## config.mk

```make
export PLATFORM = sky130hd
export DESIGN_NAME = clk_div_detector
export DESIGN_NICKNAME = d
export VERILOG_FILES = /design/src/rtl/clk_div_detector.sv
export SDC_FILE = /design/constraint.sdc
export NUM_CORES = 1
export LEC_CHECK = 0
export BUFFER_PORTS_ARGS = -buffer_cell sky130_fd_sc_hd__clkbuf_2
export CAP_MARGIN = 20
export CORE_UTILIZATION = 50
export CTS_CLUSTER_DIAMETER = 30
export DETAILED_ROUTE_END_ITERATION = 8
export PLACE_DENSITY = 0.67
export REMOVE_ABC_BUFFERS = 1
export SKIP_LAST_GASP = 1
export SLEW_MARGIN = 20
export SYNTH_ARGS = -nofsm -noshare
export SYNTH_HDL_FRONTEND = slang
export SYNTH_SLANG_ARGS = --single-unit
```

## constraint.sdc

```tcl
create_clock -name clk_in -period 4.54 [get_ports clk_in]
set_clock_uncertainty 0.15 [all_clocks]
set_input_delay 1.362 -clock clk_in [delete_from_list [all_inputs] [get_ports clk_in]]
set_output_delay 1.362 -clock clk_in [all_outputs]
set_load 0.02 [all_outputs]
```

## src/rtl/clk_div_detector.sv

```systemverilog
// Recovers the clk_divider code k from a divided clock of period 2^k clk_in cycles.
// Reports the code with a lock flag once the period has been stable for STABLE_N periods.
module clk_div_detector #(
  parameter int MAX_DIV  = 10,
  parameter int STABLE_N = 4
) (
  input  logic       clk_in,
  input  logic       rst,
  input  logic       clk_meas,
  output logic [3:0] div_out,
  output logic       locked,
  output logic       div_chg
);

  localparam int CW = MAX_DIV + 1;
  localparam logic [CW-1:0] ONE_CNT     = {{(CW-1){1'b0}}, 1'b1};
  localparam logic [CW-1:0] TIMEOUT_CNT = (ONE_CNT << MAX_DIV) + ONE_CNT;

  typedef enum logic [1:0] {IDLE, MEASURE, TRACK, LOCKED} state_t;

  // Returns {valid, k} where valid means p is exactly 2^k with 1 <= k <= MAX_DIV.
  function automatic logic [4:0] period_code(input logic [CW-1:0] p);
    logic [4:0] r;
    r = 5'd0;
    for (int i = 1; i <= MAX_DIV; i++) begin
      if (p == (ONE_CNT << i)) begin
        r = {1'b1, 4'(i)};
      end
    end
    return r;
  endfunction

  logic          s1_r, s2_r, s3_r;
  logic [CW-1:0] cnt_r;
  logic [3:0]    cand_r, match_r, div_out_r;
  logic          locked_r, div_chg_r;
  state_t        state_r;

  logic          rise_s, p_valid_s, timeout_s;
  logic [3:0]    p_k_s;
  logic [4:0]    match_inc_s;

  // Edge detect, period decode and timeout detection.
  always_comb begin
    rise_s                = s2_r & ~s3_r;
    {p_valid_s, p_k_s}    = period_code(cnt_r);
    match_inc_s           = {1'b0, match_r} + 5'd1;
    if ((state_r != IDLE) && (cnt_r == TIMEOUT_CNT) && !rise_s) begin
      timeout_s = 1'b1;
    end else begin
      timeout_s = 1'b0;
    end
  end

  // Two-flop synchronizer plus one stage for edge detection.
  always_ff @(posedge clk_in or posedge rst) begin
    if (rst) begin
      s1_r <= 1'b0;
      s2_r <= 1'b0;
      s3_r <= 1'b0;
    end else begin
      s1_r <= clk_meas;
      s2_r <= s1_r;
      s3_r <= s2_r;
    end
  end

  // Period counter and lock state machine; all outputs registered here.
  always_ff @(posedge clk_in or posedge rst) begin
    if (rst) begin
      state_r   <= IDLE;
      cnt_r     <= '0;
      cand_r    <= 4'd0;
      match_r   <= 4'd0;
      div_out_r <= 4'd0;
      locked_r  <= 1'b0;
      div_chg_r <= 1'b0;
    end else begin
      div_chg_r <= 1'b0;
      if (rise_s) begin
        cnt_r <= ONE_CNT;
        case (state_r)
          IDLE: begin
            state_r <= MEASURE;
          end
          MEASURE: begin
            if (p_valid_s) begin
              cand_r  <= p_k_s;
              match_r <= 4'd1;
              if (STABLE_N == 1) begin
                div_out_r <= p_k_s;
                locked_r  <= 1'b1;
                div_chg_r <= 1'b1;
                state_r   <= LOCKED;
              end else begin
                state_r <= TRACK;
              end
            end else begin
              state_r <= MEASURE;
            end
          end
          TRACK: begin
            if (!p_valid_s) begin
              state_r <= MEASURE;
            end else if (p_k_s == cand_r) begin
              match_r <= match_inc_s[3:0];
              if (match_inc_s == 5'(STABLE_N)) begin
                div_out_r <= cand_r;
                locked_r  <= 1'b1;
                div_chg_r <= 1'b1;
                state_r   <= LOCKED;
              end else begin
                state_r <= TRACK;
              end
            end else begin
              cand_r  <= p_k_s;
              match_r <= 4'd1;
            end
          end
          LOCKED: begin
            if (!p_valid_s) begin
              locked_r <= 1'b0;
              state_r  <= MEASURE;
            end else if (p_k_s != div_out_r) begin
              locked_r <= 1'b0;
              cand_r   <= p_k_s;
              match_r  <= 4'd1;
              state_r  <= TRACK;
            end else begin
              state_r <= LOCKED;
            end
          end
          default: begin
            state_r <= IDLE;
          end
        endcase
      end else if (timeout_s) begin
        state_r  <= IDLE;
        locked_r <= 1'b0;
        cnt_r    <= '0;
      end else if (state_r != IDLE) begin
        cnt_r <= cnt_r + ONE_CNT;
      end else begin
        cnt_r <= '0;
      end
    end
  end

  assign div_out = div_out_r;
  assign locked  = locked_r;
  assign div_chg = div_chg_r;

endmodule

```

# Word-level counts from Yosys, hierarchy flattened
# Index checks and enable logic that the tools add are counted.
# classes
n_shift	0
n_reduce_logical	12
mul	0
bitwise	2
n_eq_ne	28
addsub	2
mux	48
div_mod_pow	0
order_cmp	0
# ops
cell	count
5-bit 2-to-1 mux	10
4-bit 2-to-1 mux	10
11-bit 2-to-1 mux	3
4-bit one-hot mux with 3 select lines	2
11-bit equality test (second input constant)	2
1-bit 2-to-1 mux	15
2-bit 2-to-1 mux	6
6-bit AND reduction	2
11-bit by 1-bit adder with 11-bit output (second input constant)	1
11-bit by 10-bit equality test with 1-bit output (second input constant)	1
11-bit by 2-bit equality test with 1-bit output (second input constant)	1
11-bit by 3-bit equality test with 1-bit output (second input constant)	1
11-bit by 4-bit equality test with 1-bit output (second input constant)	1
11-bit by 5-bit equality test with 1-bit output (second input constant)	1
11-bit by 6-bit equality test with 1-bit output (second input constant)	1
11-bit by 7-bit equality test with 1-bit output (second input constant)	1
11-bit by 8-bit equality test with 1-bit output (second input constant)	1
11-bit by 9-bit equality test with 1-bit output (second input constant)	1
2-bit inequality test (second input constant)	5
3-bit inequality test (second input constant)	3
4-bit inequality test (second input constant)	2
2-bit one-hot mux with 4 select lines	1
7-bit AND reduction	1
4-bit by 1-bit adder with 5-bit output (second input constant)	1
16 further kinds	19
# word_totals
n_memories	0
ram_bits	0
output_inout_bits	6
in_bits	3
wordCells	102
latch_bits	0
regBits	30
mem_bits_ro	0

# Logic depth before layout (Yosys ltp)
# depth
ltp_word	16
mapped_depth	10
ltp_nobuf	9

# Least setup slack after synthesis
# No wires, ideal clock.
# synth_timing
path_kind	register to register
start	register cnt_r[0]
end	register div_out_r[0] (netlist: div_out[0])
n_path_buf	1
t_required_ns	4.265
period_less_slack_ns	2.854
setup_slack_ns	1.686
t_arrival_ns	2.579
setup_time_ns	0.125
stages_incl_launch_ff	11
path_cell_list	dfrtp_1 inv_1 ha_1 nor4b_1 o2111a_1 nor2_1 a211o_1 nor4_4 and3_1 buf_2 mux2_2
# synth_via
elab_chain_cells	13
elab_cells_between_ends	22
cone_classes	eq/ne (11); mux (10); reduce/logical (1)
# synth_lines
item	line_no	source
from (decl)	34	logic [CW-1:0] cnt_r;
from (signal assigned)	142	cnt_r <= cnt_r + ONE_CNT;
11-bit by 2-bit equality test with 1-bit output	26	if (p == (ONE_CNT << i)) begin
5-bit 2-to-1 mux (9 in a row)	26	
5-bit 2-to-1 mux (*)	26	
4-bit equality test	105	end else if (p_k_s == cand_r) begin
5-bit AND reduction (no source line) (*)	--	
to (signal assigned)	91	div_out_r <= p_k_s;
to (signal assigned)	108	div_out_r <= cand_r;
to (decl)	35	logic [3:0] cand_r, match_r, div_out_r;
# Mark *: on every way between the ends. The rest lies on a longest branch, timed or not.
# A chain may end at the register's enable or synchronous reset.

# Worst setup path after layout
# Ends and elaborated chain as after synthesis.

==> out/metrics.csv <==
metric;value;unit
Max Used Layer;met4;
Final period util;0.7114;
largest net degree at the start of global routing;31;
Core Region;0.003661;sq mm
crit path time final;3230;ps
P_sw;0.3756;mW
postcts setup bufs;0;
Clock Root Buffer;clkbuf_8;
layout cells sized above 1;0.1692;
die area;0.004085;sq mm
Cell Rows;22;
antenna viol nets, final;0;
Warnings, synthesis;0;
Netlist cell types;50;
CTS tree;built;
GRT Util Overall;0.2109;
hold buffer count at cts;0;
Post-Route WL;3.714;mm
most common cell in the netlist;dfrtp_1;
Clk network pwr share;0.209;
CP Class;flip-flop to flip-flop;
vias per inst;5.823;
asr flop ratio synth;1.000;
Worst Path Max Fanout;8;
maximum vdd drop;275.8;uV
total grt overflow;0;
Switching Share;0.3978;
DRT iter0 DRCs;114;
Synth top area share;0.3916;
wire length on met3;129;um
Die X;63.92;um
sequential-to-total area share from yosys stat;0.3916;
Layout Cells excl Fill;249;
Final Hold Viols;0;
reg-to-reg startpoint;cnt_r[0]$_DFF_PP0_;
endpoints failing setup;0;
number of synthesized flops with an enable pin;0;
Syn Area/Cell;9.730;sq um
Crit path arrival time;3250;ps
Max-slew headroom;0.5691;
# IOs;9;
Initial Utilization;0.5236;
first-pass GRT wire length;6.486;mm
routed vias;1450;
Leak Pwr;0.9303;nW
Setup crit start kind;flip-flop;
register bit total from synthesis;30;
Mapped Cells;197;
DRC;0;
cts bufs inserted;5;
Detail Placement HPWL;2.716;mm
initial antenna violation count;0;
DR WL/cell;14.92;um
internal power;0.5686;mW
CP endpoint kind;flip-flop;
HP Class;flip-flop to flip-flop;
Clk Latency, worst-skew pair;280;ps
Cell Count Post-Placement;242;
GPL Wtd Cong;0.8052;
CP required;4560;ps
Port Buffer Count;8;
dominant cells by area after synthesis;dfrtp_1 39%, xor2_1 5.5%, mux2_2 5.3%;
predominant post-synthesis flop cell;dfrtp_1;
Diodes inserted;0;
Least-Margin Pin Slew;640.8;ps
Pre-Repair DR Iteration Count;4;
Max-cap violations;0;
Max Transition Viols Final;0;
PwrDens;463.5;mW/mm^2
Synth area leader;dfrtp_1;
setup TNS;0;ps
RSZ-0062 raised after global routing;no;
Max Clk Rate;0.3096;GHz
Die Y;63.92;um
H-tree depth;2;
CTS clk-pin slew, worst paths;60;ps
met2 wire len;1.721;mm
CTS resizes;0;
synthesized cell area;0.001917;sq mm
Worst Setup SP;cnt_r[0]$_DFF_PP0_;
CTS Sinks;30;
startpoint of the worst hold path;s1_r$_DFF_PP0_;
CTS Buffer Depth;2;
Placed Area;0.001958;sq mm
status;complete, no violations;
final instance area;0.002037;sq mm
Comb power frac;0.382;
post-layout util;0.5564;
area delta synth->final;6.266;%
fin nets;209;
Commonest cells post-synth;30 x dfrtp_1, 18 x nor2_1, 12 x inv_1, 12 x xor2_1;
vias in the first global route;1358;
WL met1;1.803;mm
Sequential Power Share;0.409;
==> worst max-delay path: stages, from the launching register on <==
cell	delay, ps
dfrtp_1	450
inv_1	120
ha_1	320
nor4b_1	390
nor4b_4	440
xor2_1	190
nor4_4	350
and3_1	350
mux2_2	360
==> state kept, by name (all words and copies together), names as in the netlist <==
signal,cells
s3_r,1
match_r,4
locked,1
state_r,2
s2_r,1
s1_r,1
cand_r,4
cnt_r,11
div_out,4
div_chg,1
==> cells in the final DEF (no fill, tap or decap), types with 2 or more instances in the layout <==
cell,instances
xnor2_1,5
o211ai_1,2
nor3_1,5
clkbuf_2,8
clkbuf_8,5
o21ai_0,9
a21boi_0,2
inv_1,11
nand2_1,7
clkinv_2,2
a21oi_1,7
mux2_2,9
dfrtp_1,30
and3_1,5
nor4_1,2
nor2b_1,2
nand3_1,7
o22ai_1,3
nor4b_1,3
nand2b_1,5
xor2_1,12
and2_1,3
nand4_1,4
mux2i_1,3
o21a_1,2
nor2_1,18
a21o_1,2
ha_1,5
==> metrics by stage <==
stage               worst slack (ps)  total power [mW]  hold WS, ps
floorplan                       1704            0.6653        181.2
global placement                1508            0.7324        195.0
detailed placement              1341            0.7452        186.4
CTS                             1314            0.9486        211.1
global route                    1095             1.018        225.8
finish                          1310            0.9442        208.2
==> kinds of logic after synthesis <==
group,share of synthesized area
AO/OA/AOI/OAI,0.1540
XOR/XNOR,0.07767
adder cells (fa/ha/maj),0.03264
buffers and inverters,0.05418
flip-flops,0.3916
multiplexers,0.06854
AND/OR/NAND/NOR,0.2213
==> per-layer routing <==
layer,track usage,vias up
met4,0.07670,0
li1,-,708
met3,0.05893,8
met1,0.2833,706
met5,0,-
met2,0.3231,28
==> power groups by stage <==
stage,Combinational [mW],Sequential (mW),Clock [mW]
5_1_grt,0.403,0.395,0.220
3_5_place_dp,0.355,0.390,0
3_3_place_gp,0.347,0.385,0
4_1_cts,0.358,0.386,0.205
6_report,0.360,0.386,0.197
2_1_floorplan,0.287,0.378,0
==> area by class of cell <==
cell class,count,area [sq um]
fill,334,1624
multi-input combinational,144,1062
sequential,30,750.7
clock buffer,5,68.82
tap,48,60.06
inverter,12,45.04
timing repair buffer,8,40.04
clock inverter,2,10.01
==> final timing paths <==
path / depth (start not counted) / to / slack (ps)
setup / recovery: 8 / div_out[0]$_DFFE_PP0P_ / 1310
setup reg to reg: 8 / div_out[0]$_DFFE_PP0P_ / 1310
min in group asynchronous: 2 / cand_r[0]$_DFFE_PP0P_ / 980
hold / removal: 0 / s2_r$_DFF_PP0_ / 210
max in group asynchronous: 2 / cnt_r[5]$_DFF_PP0_ / 2850
hold reg to reg: 0 / s2_r$_DFF_PP0_ / 210
No activity file was read; power rests on OpenSTA's default activity.
